--- src/rtl/led_breathe_pkg.sv ---
// Shared types and defaults for the LED driver blocks (led_breathe, led_cnt).
package led_pkg;

  localparam int DIV_W = 5;
  localparam int PWM_W_DEFAULT = 8;
  localparam logic [DIV_W-1:0] DIV_RST_DEFAULT = 5'd16;

  typedef enum logic [1:0] {
    IDLE,
    RISE,
    FALL
  } breathe_state_t;

  // Prescaler terminal count: 2^div - 1.
  function automatic logic [31:0] term_count(input logic [DIV_W-1:0] div);
    return (32'd1 << div) - 32'd1;
  endfunction

endpackage

--- src/rtl/led_breathe_if.sv ---
// Control/status bundle between the register block and the breathing LED driver.
interface led_breathe_if
  import led_pkg::*;
#(
  parameter int PWM_W = PWM_W_DEFAULT
);

  logic [DIV_W-1:0] div_i;
  logic             wren_i;
  logic             en_i;
  logic             led_o;
  logic [PWM_W-1:0] duty_o;
  logic             phase_o;

  modport master (
    output div_i, wren_i, en_i,
    input  led_o, duty_o, phase_o
  );

  modport slave (
    input  div_i, wren_i, en_i,
    output led_o, duty_o, phase_o
  );

endinterface

--- src/rtl/led_prescaler.sv ---
// Power-of-two prescaler: one tick every 2^div cycles, restartable via clr.
module led_prescaler
  import led_pkg::*;
(
  input  logic             clk100,
  input  logic             rst,
  input  logic             clr,
  input  logic [DIV_W-1:0] div,
  output logic             tick
);

  logic [31:0] pre_cnt_reg;
  logic        term;

  assign term = (pre_cnt_reg == term_count(div));
  // A tick coinciding with a restart is swallowed so the new period starts clean.
  assign tick = term & ~clr;

  always_ff @(posedge clk100) begin
    if (rst || clr || term) begin
      pre_cnt_reg <= '0;
    end else begin
      pre_cnt_reg <= pre_cnt_reg + 32'd1;
    end
  end

endmodule

--- src/rtl/led_breathe.sv ---
// Breathing PWM LED driver: duty ramps up and down one step per PWM period at most.
module led_breathe
  import led_pkg::*;
#(
  parameter int               PWM_W   = PWM_W_DEFAULT,
  parameter logic [DIV_W-1:0] DIV_RST = DIV_RST_DEFAULT
) (
  input  logic          clk100,
  input  logic          rst,
  led_breathe_if.slave  bus
);

  localparam logic [PWM_W-1:0] DUTY_MAX = '1;

  breathe_state_t   state_reg, state_next;
  logic [DIV_W-1:0] div_reg;
  logic [PWM_W-1:0] pwm_cnt_reg, pwm_cnt_next;
  logic [PWM_W-1:0] duty_reg, duty_next;
  logic             step_pend_reg, step_pend_next;
  logic             led_reg, led_next;
  logic             pre_clr;
  logic             tick;
  logic             pwm_end;
  logic             apply;

  // The prescaler restarts on a divider load and whenever the ramp is not running.
  assign pre_clr = bus.wren_i | ~bus.en_i | (state_reg == IDLE);

  led_prescaler u_prescaler (
    .clk100 (clk100),
    .rst    (rst),
    .clr    (pre_clr),
    .div    (div_reg),
    .tick   (tick)
  );

  assign pwm_end = (pwm_cnt_reg == DUTY_MAX);
  assign apply   = pwm_end & step_pend_reg;

  always_comb begin
    state_next     = state_reg;
    duty_next      = duty_reg;
    pwm_cnt_next   = pwm_cnt_reg + 1'b1;
    step_pend_next = step_pend_reg;
    led_next       = bus.en_i & (pwm_cnt_reg < duty_reg);

    if (tick) begin
      step_pend_next = 1'b1;
    end else if (apply) begin
      step_pend_next = 1'b0;
    end

    case (state_reg)
      IDLE: begin
        pwm_cnt_next   = '0;
        duty_next      = '0;
        step_pend_next = 1'b0;
        if (bus.en_i) state_next = RISE;
      end
      RISE: begin
        if (apply) begin
          duty_next = duty_reg + 1'b1;
          if (duty_reg == DUTY_MAX - PWM_W'(1)) state_next = FALL;
        end
      end
      FALL: begin
        if (apply) begin
          duty_next = duty_reg - 1'b1;
          if (duty_reg == PWM_W'(1)) state_next = RISE;
        end
      end
      default: state_next = IDLE;
    endcase

    if (bus.wren_i) step_pend_next = 1'b0;

    if (!bus.en_i) begin
      state_next     = IDLE;
      duty_next      = '0;
      pwm_cnt_next   = '0;
      step_pend_next = 1'b0;
    end
  end

  always_ff @(posedge clk100) begin
    if (rst) begin
      state_reg     <= IDLE;
      div_reg       <= DIV_RST;
      pwm_cnt_reg   <= '0;
      duty_reg      <= '0;
      step_pend_reg <= 1'b0;
      led_reg       <= 1'b0;
    end else begin
      state_reg     <= state_next;
      pwm_cnt_reg   <= pwm_cnt_next;
      duty_reg      <= duty_next;
      step_pend_reg <= step_pend_next;
      led_reg       <= led_next;
      if (bus.wren_i) div_reg <= bus.div_i;
    end
  end

  assign bus.led_o   = led_reg;
  assign bus.duty_o  = duty_reg;
  assign bus.phase_o = (state_reg == FALL);

endmodule

--- src/flat_wrapper.sv ---
// flat-port wrapper written by rule: the top's interface ports become plain ports
module led_breathe_flat import led_pkg::*;
#(
  parameter int               PWM_W   = PWM_W_DEFAULT,
  parameter logic [DIV_W-1:0] DIV_RST = DIV_RST_DEFAULT
)
  (clk100, rst, bus_div_i, bus_wren_i, bus_en_i, bus_led_o, bus_duty_o, bus_phase_o);
  led_breathe_if #(.PWM_W(PWM_W)) bus_i ();
  input  logic clk100;
  input  logic rst;
  input wire logic [$bits(bus_i.div_i)-1:0] bus_div_i;
  input wire logic [$bits(bus_i.wren_i)-1:0] bus_wren_i;
  input wire logic [$bits(bus_i.en_i)-1:0] bus_en_i;
  output wire logic [$bits(bus_i.led_o)-1:0] bus_led_o;
  output wire logic [$bits(bus_i.duty_o)-1:0] bus_duty_o;
  output wire logic [$bits(bus_i.phase_o)-1:0] bus_phase_o;
  assign bus_i.div_i = bus_div_i;
  assign bus_i.wren_i = bus_wren_i;
  assign bus_i.en_i = bus_en_i;
  assign bus_led_o = bus_i.led_o;
  assign bus_duty_o = bus_i.duty_o;
  assign bus_phase_o = bus_i.phase_o;
  led_breathe #(.PWM_W(PWM_W), .DIV_RST(DIV_RST)) u_core (.clk100(clk100), .rst(rst), .bus(bus_i));
endmodule
--- config.mk ---
export PLATFORM = sky130hd
export DESIGN_NAME = led_breathe_flat
export DESIGN_NICKNAME = d
export VERILOG_FILES = /design/src/rtl/led_breathe_pkg.sv /design/src/rtl/led_breathe_if.sv /design/src/rtl/led_prescaler.sv /design/src/rtl/led_breathe.sv /design/src/flat_wrapper.sv
export SDC_FILE = /design/constraint.sdc
export NUM_CORES = 1
export LEC_CHECK = 0
export BUFFER_PORTS_ARGS = -buffer_cell sky130_fd_sc_hd__buf_2
export CAP_MARGIN = 20
export CORE_ASPECT_RATIO = 1.1
export CORE_MARGIN = 1.5
export CORE_UTILIZATION = 57
export CTS_CLUSTER_SIZE = 16
export DETAILED_ROUTE_END_ITERATION = 8
export GPL_TIMING_DRIVEN = 0
export PLACE_DENSITY = 0.87
export SYNTH_ARGS = -nofsm -noshare
export SYNTH_HDL_FRONTEND = slang
export SYNTH_SLANG_ARGS = --single-unit
--- constraint.sdc ---
create_clock -name clk100 -period 3.35 [get_ports clk100]
set_input_delay 0.5025 -clock clk100 [delete_from_list [all_inputs] [get_ports clk100]]
set_output_delay 0.5025 -clock clk100 [all_outputs]
set_load 0.02 [all_outputs]
==> flow_summary.ini <==
[global_routing]
grt_overflow = 0
grt_pass1_wl_um = 23070
grt_usage_pct = 35.88
antenna_found_initial = 0
first_global_vias = 4604
grt_start_max_net_pins = 12

[run_status]
violations = negative setup slack
status = finished, violations left

[floorplanning]
core_um2 = 7515
core.rowCount = 33
initial_core_util_pct = 59.09
die_w_um = 87.16
die_h_um = 95.57
boundaryPins = 19
dieArea_um2 = 8329

[layout]
largest_register_ffs = 32
syn_to_final_growth_pct = 21.72
diodes = 0
postLayoutCellArea_um2 = 5405
drive_above_1_share_pct = 22.01
fillers = 577
fin_nets = 640

[min_path]
hp-class = in2reg
min_from = bus_div_i[4]

[clock_network]
cts_buffers = 9
postCtsHoldBufs = 0
path_clk_slew_ps = 70
cts_buffer_depth = 2
tritoncts = yes
clk_latency_ps = 360
h-tree-depth = 3
cts_sinks = 57
cts-root-buf = clkbuf_8

[logic_synthesis]
synth_async_sr_flop_share_pct = 0
ys_seq_area_share_pct = 25.70
synthesis.nets = 589
avgSynthCellArea_um2 = 7.901
synthDistinctLibCells = 63
synth_seq_cells = 57
synth_flop_cell = dfxtp_1
syn_inst = 562
syn_area_um2 = 4441
synth_warnings = 0
synth-edff-count = 0

[worst_setup_path]
cp.required_ps = 3550
crit_path_start_kind = flop
worstPathMaxFanout = 8
crit_start = u_core.div_reg[3]$_SDFFE_PP0P_
cp-end-kind = flop
cp_slowest_cell = or4_4
crit_top_cell = buf_12
cp.arrival_ps = 3840
reg2reg_slack_ps = -290
r2r-start = u_core.div_reg[3]$_SDFFE_PP0P_
critPathKind = reg2reg
critPathMaxStageDelay_ps = 440
critical_path.cell_chain = buf_6, or2_4, or4_4, ha_4, buf_4, nor4bb_4, o21ai_1, a21boi_1, o21ai_2, a2111oi_4, nor4b_4, buf_6, buf_12, buf_12, buf_12, nor3_4

[run]
maxCapViolCount = 0

[route]
routed-via-count = 4668
wirelength_um = 14270
antenna_left = 0
wl_per_cell_um = 19.73
drt_iter0_markers = 605
drc = 0
via_per_inst = 6.456
firstDrtPassIters = 5

[power]
clock_power_share_pct = 41.2
fin_total_pwr_mw = 1.671
ir_drop_uv = 313.7
p_seq_share_pct = 41.2
comb_power_share_pct = 17.6
switchingPower_mw = 0.4806
p_sw_share_pct = 28.77
p_leak_nw = 1.870
powerDensity_nw_per_um2 = 309.1
p_int_mw = 1.190

[sta]
finalCriticalPeriod_ps = 3644
tightest_slew_ps = 926.3
clock_skew_ps = 18.94
hold_viol_final = 0
slew_violations = 0
setup_viol = 33
layout_setup_ws_ps = -293.9
grt_setup_unrepaired = yes
max_freq_mhz = 274.4
relSlewSlack_pct = 38.25
fin_crit_sh_pct = 108.8

[placement]
routabilityCongestion = 1.015
dp_hpwl_um = 9406
placed_area_um2 = 4740
io_buffers = 17
[path summary, 6_finish.rpt]
kind	cells past startpoint	to
max	16	u_core.u_prescaler.pre_cnt_reg[17]$_SDFF_PP0_
max reg2reg	16	u_core.u_prescaler.pre_cnt_reg[17]$_SDFF_PP0_
min	2	u_core.div_reg[4]$_SDFFE_PP1P_
min reg2reg	1	u_core.pwm_cnt_reg[0]$_SDFF_PP0_
[routing by layer]
metal	wire length, um	up-vias	GRT usage [%]
li1	-	2121	-
met2	6783	285	59.88
met5	0	-	0
met3	1225	86	6.061
met4	833	0	20.50
met1	5422	2176	43.52
[cells in the mapped netlist, types with 5 or more instances]
cell,n,area [um2]
nor2_1,36,135.1
o21a_1,5,37.54
buf_2,15,75.07
a31oi_1,6,37.54
nand2b_1,7,43.79
and2_1,7,43.79
nor3_2,20,200.2
dfxtp_1,57,1141
nor2b_1,13,81.33
and4_1,7,61.31
a21o_1,7,52.55
a21oi_1,27,135.1
xor2_1,26,227.7
nor3_1,22,110.1
nand4_1,14,87.58
o21ai_0,22,110.1
nand3_1,25,125.1
clkbuf_1,28,105.1
o221ai_1,7,61.31
ha_1,18,225.2
nand2_1,44,165.2
inv_1,21,78.83
mux2i_1,6,60.06
xnor2_1,28,245.2
a211oi_1,5,37.54
or3_1,6,37.54
and3_1,7,43.79
[critical path, delay by kind of cell, from the launching register on]
kind	cells	cell delay, ps
buffers and inverters	6	740
adder cells (fa/ha/maj)	1	220
AO/OA/AOI/OAI	4	860
flip-flops	1	350
AND/OR/NAND/NOR	5	1310
[layout by cell type (no fill, tap or decap), types with 5 or more instances in the layout]
| cell type | Yosys | final |
|---|---|---|
| nor2b_1 | 13 | 13 |
| o21ai_0 | 22 | 18 |
| clkbuf_8 | 0 | 11 |
| clkbuf_1 | 28 | 26 |
| and2_1 | 7 | 7 |
| dfxtp_1 | 57 | 53 |
| inv_1 | 21 | 20 |
| a211oi_1 | 5 | 5 |
| nand2b_1 | 7 | 7 |
| nor2_1 | 36 | 35 |
| a31oi_1 | 6 | 6 |
| nand4_1 | 14 | 14 |
| buf_8 | 0 | 5 |
| buf_2 | 15 | 26 |
| buf_4 | 0 | 19 |
| and3_1 | 7 | 7 |
| o221ai_1 | 7 | 7 |
| or3_1 | 6 | 6 |
| and4_1 | 7 | 7 |
| a21o_1 | 7 | 7 |
| xor2_1 | 26 | 26 |
| nand2_1 | 44 | 44 |
| nor3_1 | 22 | 13 |
| nor3_4 | 0 | 5 |
| xnor2_1 | 28 | 27 |
| mux2i_1 | 6 | 6 |
| o21a_1 | 5 | 5 |
| nand3_1 | 25 | 25 |
| a21oi_1 | 27 | 27 |
| nor3_2 | 20 | 24 |
| ha_1 | 18 | 17 |
| buf_12 | 0 | 6 |
[power groups by stage]
stage	clock, mW	sequential [mW]	combinational [mW]
after floorplan	0	0.704	0.179
after global placement	0	0.705	0.236
after detailed placement	0	0.706	0.238
after CTS	0.690	0.688	0.274
after global routing	0.716	0.689	0.316
final	0.689	0.688	0.294
[cells by family (layout without fill, tap and decap cells)]
family	Yosys count	in the layout	share of synthesized area, %
adder cells (fa/ha/maj)	18	18	5.072
flip-flops	57	57	25.70
XOR/XNOR	54	54	10.65
AO/OA/AOI/OAI	121	121	18.91
AND/OR/NAND/NOR	236	236	31.30
multiplexers	6	6	1.353
buffers and inverters	70	126	7.016
[timing repair]
item / CTS / global route
buffers inserted: 22 / 5
gates resized for setup: 35 / 22
setup endpoints to repair: 33 / 33
gates cloned: 3 / 1
pin swaps: 13 / 12
[layout make-up]
type / instances / area (um2) / area share (%)
multi-input cells: 435 / 3147 / 58.22
flip-flops and latches: 57 / 1154 / 21.34
repair buffers: 44 / 386.6 / 7.153
plain buffers: 45 / 301.5 / 5.579
clock buffers: 12 / 155.1 / 2.870
well taps: 105 / 131.4 / 2.431
inverters: 21 / 78.83 / 1.458
clock inverters: 4 / 51.30 / 0.9491
[metrics by stage]
stage	hold slack [ps]	instances	util (%)	worst slack (ps)	setup TNS, ps
after floorplan	433.2	562	-	-149.0	-4279
after global placement	453.4	684	63.07	-748.0	-23700
after detailed placement	490.6	684	63.07	-812.7	-25660
after CTS	362.9	723	71.31	-330.4	-9871
after global routing	370.7	723	71.93	-409.6	-11410
final	365.5	723	71.93	-293.9	-7494
(Power assumes the default switching activity.)
